File: src/rtl/rv32v_memory_arbiter.sv
// rv32v_memory_arbiter
//   Shares the single data-memory port between the scalar pipeline and the
//   vector lane-group memory unit. When both request in the same cycle, the
//   requester whose completion-buffer entry is oldest (closest to the CB tail)
//   wins, which keeps memory side effects in program order across the cores.
//   A grant is held for the whole bus transaction. Every grant is followed by
//   at least one IDLE cycle, so the other requester is always re-evaluated.
//
// Ports
//   CLK, nRST            clock (rising edge) / asynchronous active-low reset
//   v_ena                vector unit enabled; vector requests ignored when 0
//   cb_tail_index        index of the oldest CB entry
//   scalar_cb_index      CB index of the scalar memory op
//   vector_cb_index      CB index of the vector memory op
//   s_* / v_*            requester side: ren, wen, addr, wdata, byte_en in;
//                        rdata, busy out (busy = 0 means complete this cycle)
//   mem_*                dcache-side bus: ren, wen, addr, wdata, byte_en out;
//                        rdata, busy in
//   grant_owner          00 none, 01 scalar, 10 vector
module rv32v_memory_arbiter #(
   parameter int NUM_CB_ENTRY = 16,
   parameter int ADDR_W       = 32,
   parameter int DATA_W       = 32
) (
   input  logic                            CLK,
   input  logic                            nRST,
   input  logic                            v_ena,
   input  logic [$clog2(NUM_CB_ENTRY)-1:0] cb_tail_index,
   input  logic [$clog2(NUM_CB_ENTRY)-1:0] scalar_cb_index,
   input  logic [$clog2(NUM_CB_ENTRY)-1:0] vector_cb_index,
   input  logic                            s_ren,
   input  logic                            s_wen,
   input  logic [ADDR_W-1:0]               s_addr,
   input  logic [DATA_W-1:0]               s_wdata,
   input  logic [3:0]                      s_byte_en,
   output logic [DATA_W-1:0]               s_rdata,
   output logic                            s_busy,
   input  logic                            v_ren,
   input  logic                            v_wen,
   input  logic [ADDR_W-1:0]               v_addr,
   input  logic [DATA_W-1:0]               v_wdata,
   input  logic [3:0]                      v_byte_en,
   output logic [DATA_W-1:0]               v_rdata,
   output logic                            v_busy,
   output logic                            mem_ren,
   output logic                            mem_wen,
   output logic [ADDR_W-1:0]               mem_addr,
   output logic [DATA_W-1:0]               mem_wdata,
   output logic [3:0]                      mem_byte_en,
   input  logic [DATA_W-1:0]               mem_rdata,
   input  logic                            mem_busy,
   output logic [1:0]                      grant_owner
);

   localparam int CBW = $clog2(NUM_CB_ENTRY);

   // Encoding doubles as the grant_owner code, so the owner output comes
   // straight from the state register.
   typedef enum logic [1:0] {
      IDLE    = 2'b00,
      GRANT_S = 2'b01,
      GRANT_V = 2'b10
   } state_t;

   state_t state;

   logic s_req;
   logic v_req;
   logic [CBW-1:0] age_s;
   logic [CBW-1:0] age_v;

   assign s_req = s_ren | s_wen;
   assign v_req = v_ena & (v_ren | v_wen);

   // Distance from the tail, modulo the CB depth: smaller means older.
   assign age_s = scalar_cb_index - cb_tail_index;
   assign age_v = vector_cb_index - cb_tail_index;

   // Equal ages cannot legally occur; the scalar side takes the tie.
   always_ff @(posedge CLK or negedge nRST) begin
      if (!nRST) begin
         state <= IDLE;
      end else begin
         case (state)
            IDLE: begin
               if (s_req && (!v_req || (age_s <= age_v)))
                  state <= GRANT_S;
               else if (v_req)
                  state <= GRANT_V;
            end
            // Completion or abort (request withdrawn) both release the bus.
            GRANT_S: if (!mem_busy || !s_req) state <= IDLE;
            GRANT_V: if (!mem_busy || !v_req) state <= IDLE;
            default: state <= IDLE;
         endcase
      end
   end

   assign grant_owner = state;

   // The owner's request is forwarded combinationally so an abort pulls
   // mem_ren/mem_wen low in the same cycle it happens.
   always_comb begin
      mem_ren     = 1'b0;
      mem_wen     = 1'b0;
      mem_addr    = '0;
      mem_wdata   = '0;
      mem_byte_en = '0;
      s_rdata     = '0;
      v_rdata     = '0;
      s_busy      = 1'b1;
      v_busy      = 1'b1;
      case (state)
         GRANT_S: begin
            mem_ren     = s_ren;
            mem_wen     = s_wen;
            mem_addr    = s_addr;
            mem_wdata   = s_wdata;
            mem_byte_en = s_byte_en;
            s_rdata     = mem_rdata;
            s_busy      = mem_busy;
         end
         GRANT_V: begin
            // v_ena falling mid-grant acts as an abort on the bus.
            mem_ren     = v_ena & v_ren;
            mem_wen     = v_ena & v_wen;
            mem_addr    = v_addr;
            mem_wdata   = v_wdata;
            mem_byte_en = v_byte_en;
            v_rdata     = mem_rdata;
            v_busy      = mem_busy;
         end
         default: ;
      endcase
   end

endmodule

File: config.mk
export PLATFORM = sky130hd
export DESIGN_NAME = rv32v_memory_arbiter
export DESIGN_NICKNAME = d
export VERILOG_FILES = /design/src/rtl/rv32v_memory_arbiter.sv
export SDC_FILE = /design/constraint.sdc
export NUM_CORES = 1
export LEC_CHECK = 0
export ABC_CLOCK_PERIOD_IN_PS = 4000
export BUFFER_PORTS_ARGS = -buffer_cell sky130_fd_sc_hd__buf_4
export CAP_MARGIN = 10
export CORE_AREA = 2 2 125 127
export DETAILED_ROUTE_END_ITERATION = 16
export DIE_AREA = 0 0 127 129
export GPL_TIMING_DRIVEN = 0
export PLACE_DENSITY = 0.48
export REMOVE_ABC_BUFFERS = 1
export SLEW_MARGIN = 10
export SYNTH_ARGS = -nofsm -noshare
export SYNTH_HDL_FRONTEND = slang
export SYNTH_SLANG_ARGS = --single-unit
export TNS_END_PERCENT = 30
File: constraint.sdc
create_clock -name CLK -period 4 [get_ports CLK]
set_input_delay 0.2 -clock CLK [delete_from_list [all_inputs] [get_ports CLK]]
set_output_delay 0.2 -clock CLK [all_outputs]
set_load 0.01 [all_outputs]
=== After elaboration in Yosys (flattened, before gate mapping) ===
Cells that the tools add are included.

* Latch bits: 0
* Register bits: 2
* Memories: 0
* RAM bits: 0
* ROM bits: 0
* Input port bits: 188

* Div/mod/pow operators: 0
* Multiply operators: 0
* Mux-type cells: 14
* Reductions and logical operators: 9
* Add/sub/neg operators: 2
* Order comparisons: 1
* Equal/unequal tests: 5
* Shifts and indexed selects: 0
* Bitwise operators: 5

{| class="wikitable"
|+ Operator list
! kind !! number
|-
| 32-bit case mux with 2 select lines || 2
|-
| 32-bit two-way mux || 2
|-
| 2-bit two-way mux || 4
|-
| 4-bit case mux with 2 select lines || 1
|-
| 4-bit subtractor || 2
|-
| 2-bit case mux with 3 select lines || 1
|-
| 4-bit less-or-equal comparator || 1
|-
| 2-bit != test, second input constant || 2
|-
| 1-bit case mux with 2 select lines || 2
|-
| 1-bit bitwise AND || 3
|-
| 1-bit logical NOT || 3
|-
| 1-bit logical OR || 3
|-
| 3-bit != test, second input constant || 1
|-
| 3-bit AND reduction || 1
|-
| 2-bit by 1-bit equality test with 1-bit output, second input constant || 1
|-
| 2-bit equality test, second input constant || 1
|-
| 2-bit logical NOT || 1
|-
| 1-bit two-way mux || 2
|-
| 1-bit bitwise OR || 2
|-
| 1-bit logical AND || 1
|}

=== Longest topological paths before layout ===
* Depth after elaboration: 7
* Mapped depth: 11
* Depth with buffers taken out: 11

=== Worst setup path before layout ===
OpenSTA, ideal clock, no wires.

* Path kind: input port to flip-flop
* Start: input port scalar_cb_index[0]
* End: register state[1] (netlist: grant_owner[1])
* Setup slack: 2.146 ns
* Setup time: 0.139 ns
* Path buffers: 0
* Stages on the path: 10
* Arrival time: 1.715 ns
* Path through: inv_1 > ha_1 > inv_1 > fa_1 > xor2_1 > ha_1 > o21ai_0 > a21oi_1 > o22ai_1 > o221ai_1

* Cells in the longest elaborated chain, start to end: 6
* Elaborated cells between the ends (all ways): 8
* Classes of those cells: add/sub (1); order compare (1); eq/ne (1); mux (2); reduce/logical (3)

{| class="wikitable"
|+ Ends and longest elaborated chain
! element !! line !! RTL
|-
| start, declared || 29 || <nowiki>input logic [$clog2(NUM_CB_ENTRY)-1:0] scalar_cb_index,</nowiki>
|-
| 4-bit subtractor * || 76 || <nowiki>assign age_s = scalar_cb_index - cb_tail_index;</nowiki>
|-
| 4-bit less-or-equal comparator * || 86 || <nowiki>if (s_req && (!v_req || (age_s <= age_v)))</nowiki>
|-
| 1-bit logical OR * || 86 ||
|-
| 1-bit logical AND * || 86 ||
|-
| 3-bit != test (no source line) or 2-bit two-way mux (tied branches) || -- ||
|-
| 3-bit AND reduction (no source line) or 2-bit case mux with 3 select lines (tied branches) || -- ||
|-
| end signal, assigned || 87 || <nowiki>state <= GRANT_S;</nowiki>
|-
| end signal, assigned || 89 || <nowiki>state <= GRANT_V;</nowiki>
|-
| end signal, assigned || 92 || <nowiki>GRANT_S: if (!mem_busy || !s_req) state <= IDLE;</nowiki>
|-
| end, declared || 65 || <nowiki>state_t state;</nowiki>
|}

Every way passes the cells marked *; elsewhere a longest branch is shown, timed or not.
A chain may end at the register's enable or synchronous reset.

=== Worst setup path in the final report ===
* Start: register state[0] (netlist: grant_owner[0])
* End: output port mem_addr[31]

* Cells in the longest elaborated chain, start to end: 2
* Elaborated cells between the ends (all ways): 3
* Classes of those cells: eq/ne (2); mux (1)

{| class="wikitable"
|+ Ends and longest elaborated chain
! element !! line !! RTL
|-
| start signal, assigned || 82 || <nowiki>state <= IDLE;</nowiki>
|-
| start signal, assigned || 87 ||
|-
| start signal, assigned || 89 ||
|-
| 2-bit equality test or 2-bit by 1-bit equality test with 1-bit output (tied branches) || 113 || <nowiki>case (state)</nowiki>
|-
| 32-bit case mux with 2 select lines * || 113 ||
|-
| end, declared || 47 || <nowiki>output logic [ADDR_W-1:0] mem_addr,</nowiki>
|}

Marks and branches as above.

==> results.tsv <==
stage	metric	value	unit
synth	Seq cells post-synth	2	
floorplanning	DIE WIDTH	127	microns
cts	clock sinks	2	
detailed_routing	Met2 Wirelength	6.48	mm
power_and_ir_drop	IR drop worst, VDD	0.298	mV
detailed_routing	WL final	12.1	mm
timing	hold_ws	0.303	ns
timing	Period minus WS final	2.29	ns
status	status	finished clean	
synth	Synth Area in Adders	0.101	
cts	Post-CTS Setup Bufs	0	
cts	CTS Buf Count	3	
cts	Worst-path clk slew	0.03	ns
layout	Layout Nets	801	
cts	Root Driver	clkbuf_16	
power_and_ir_drop	pwr dens	511	nW/um^2
worst_hold_path	Hold WC Path Type	in -> async	
detailed_routing	top layer reached by signal wires	met4	
synth	post-synthesis async set-or-reset flop share	1.00	
grt	first-pass GRT wire length	17.3	mm
timing	Relative slew margins	0.651	
synth	Synth Area per Inst	6.81	sq um
synth	top_reg_cell synth	dfrtp_1	
grt	GR Util All Layers	0.129	
layout	fin area	4720	sq um
timing	setup skew after layout	0.00103	ns
synth	EDFF count, synth	0	
synth	mux cell area share after synthesis	0	
placed_design	HPWL Detailed	9.98	mm
floorplanning	Die ar.	16400	sq um
detailed_routing	Via density	4.20	
grt	vias in the first global route	3236	
timing	unrepaired setup endpoints after global routing	no	
synth	Synth Warn #	0	
synth	Synth Area in Simple Gates	0.450	
layout	most frequent cells in the layout	buf_4 (325), nor2b_1 (70), a22oi_1 (68), and2_1 (64)	
floorplanning	die height	129	microns
cts	Longest Clk Path Bufs	2	
job	max-cap viol count	0	
cts	clock latency on the worst-skew pair	0.22	ns
detailed_routing	M1 WL	4.75	mm
grt	number of antenna violations at the first check in global routing	0	
synth	largest family of logic cells by synthesized area	simple AND/OR/NAND/NOR gates	
setup_path	Worst Setup Start Kind	flop	
synth	post-synthesis sequential area ratio	0.0250	
timing	setup ws final	1.71	ns
grt	largest net degree at the start of global routing	58	
power_and_ir_drop	Leakage	0.00236	uW
layout	P&R area growth vs syn	136	%
timing	ratio of final minimum period to clock period	0.574	
setup_path	CP arrival	2.09	ns
synth	Synth cell types	29	
detailed_routing	Antenna Violating Nets Remaining	0	
setup_path	Worst setup EP type	output port	
timing	setup violators final	0	
floorplanning	row cnt	45	
cts	H-tree levels	1	
layout	ratio of cells with drive above 1 in the final layout	0.564	
placed_design	IO buf count	325	
synth	Post-Syn Instances	294	
synth	Compound-Gate Fraction of Synth Area	0.315	
detailed_routing	DR vias	3290	
layout	utilization after layout	0.315	
detailed_routing	wire length on met3	727	microns
synth	XOR/XNOR Fraction of Synth Area	0.0262	
timing	Final Max Slew Viols	0	
detailed_routing	Initial DRT Pass Iterations	4	
setup_path	CP max FO	54	
layout	most common cell after layout, fill and taps aside	buf_4	
layout	Layout Cells excl Fill	784	
placed_design	placed cell count	780	
detailed_routing	DRC	0	
placed_design	RePlAce Congestion	0.859	
cts	# resized after CTS	0	
grt	residual overflow from global routing	0	
cts	CTS tree	built	
floorplanning	top-level I/O count	326	
synth	Mapped Area	2000	sq um
layout	Antenna diodes	0	
placed_design	Placement Cell Area	4640	sq um
layout	Largest register FFs	2	
detailed_routing	DR WL/cell	15.4	microns
floorplanning	Core Area	15000	sq um
setup_path	Worst EP required	3.80	ns
floorplanning	initial core utilization	0.134	
timing	Final Hold Fails	0	
detailed_routing	drt first-iter violations	94	
placed_design	dpl ws	1.79	ns
setup_path	reg2reg path depth	6	
setup_path	Crit Path Class	reg -> out	
timing	Fmax	436	MHz
timing	Worst Tran Pin Value	0.523	ns
## power by group
part,switching (uW),internal (uW)
registers,18.2,29.3
logic,1080,1140
clock network,20.7,127
## Yosys cell counts (2+ instances only)
master | number | area share
nor2b_1 | 70 | 0.22
nand2b_1 | 3 | 0.0094
o21ai_0 | 2 | 0.0050
inv_1 | 10 | 0.019
a21oi_1 | 3 | 0.0075
clkbuf_1 | 19 | 0.036
nand2_1 | 4 | 0.0075
xnor2_1 | 3 | 0.013
and2_1 | 64 | 0.20
nor2_1 | 2 | 0.0037
a32oi_1 | 2 | 0.0087
a22oi_1 | 68 | 0.25
dfrtp_1 | 2 | 0.025
buf_2 | 10 | 0.025
a21o_1 | 3 | 0.011
xor2_1 | 3 | 0.013
fa_1 | 2 | 0.020
ha_1 | 13 | 0.081
## worst paths after layout
| check | start | endpoint | slack (ns) |
|---|---|---|---|
| worst max-delay path | grant_owner[0] | mem_addr[31] | 1.71 |
| worst min-delay path | nRST | grant_owner[1] | 0.30 |
| worst max register to register | grant_owner[0] | grant_owner[0] | 1.95 |
| worst min register to register | grant_owner[1] | grant_owner[1] | 0.69 |
| max in group asynchronous | nRST | grant_owner[0] | 3.61 |
| min in group CLK | s_ren | grant_owner[1] | 0.47 |
## metrics by stage
stage / power (uW) / setup TNS [ns]
2_1_floorplan: 1170 / 0
3_3_place_gp: 2220 / -0.913
3_5_place_dp: 2290 / 0
4_1_cts: 2440 / 0
5_1_grt: 2610 / 0
6_report: 2410 / 0
## cell type report
type	count	area (sq um)
Multi-Input combinational cell	252	1820
Inverter	10	37.5
Clock buffer	3	75.1
Tap cell	188	235
Fill cell	1639	10300
Sequential cell	2	50.0
Timing Repair Buffer	329	2510
## cells by family (layout without fill, tap and decap cells)
kind of cell	Yosys count	count (layout)
xor+xnor	6	6
buf+inv	40	342
fa+ha+maj	15	15
flops	2	2
compound gates	85	85
simple gates	146	146
## layer usage
layer  track usage  vias up
li1              -     1626
met3        0.0204       10
met1         0.161     1513
met2         0.238      141
met5             0        -
met4        0.0194        0
## timing repair
action | 4_1_cts | 5_1_grt
hold endpoints to repair | 2 | 0
endpoints found under the setup margin | 0 | 0
hold buffers | 1 | 0
## worst max-delay path, cell delays in order (launching register included)
cell and delay [ns]:
dfrtp_1 0.45, inv_1 0.16, ha_4 0.47, buf_12 0.30, a22oi_1 0.14, nor2b_1 0.19, buf_4 0.15
Note: power is estimated with default switching activity, not from simulation.
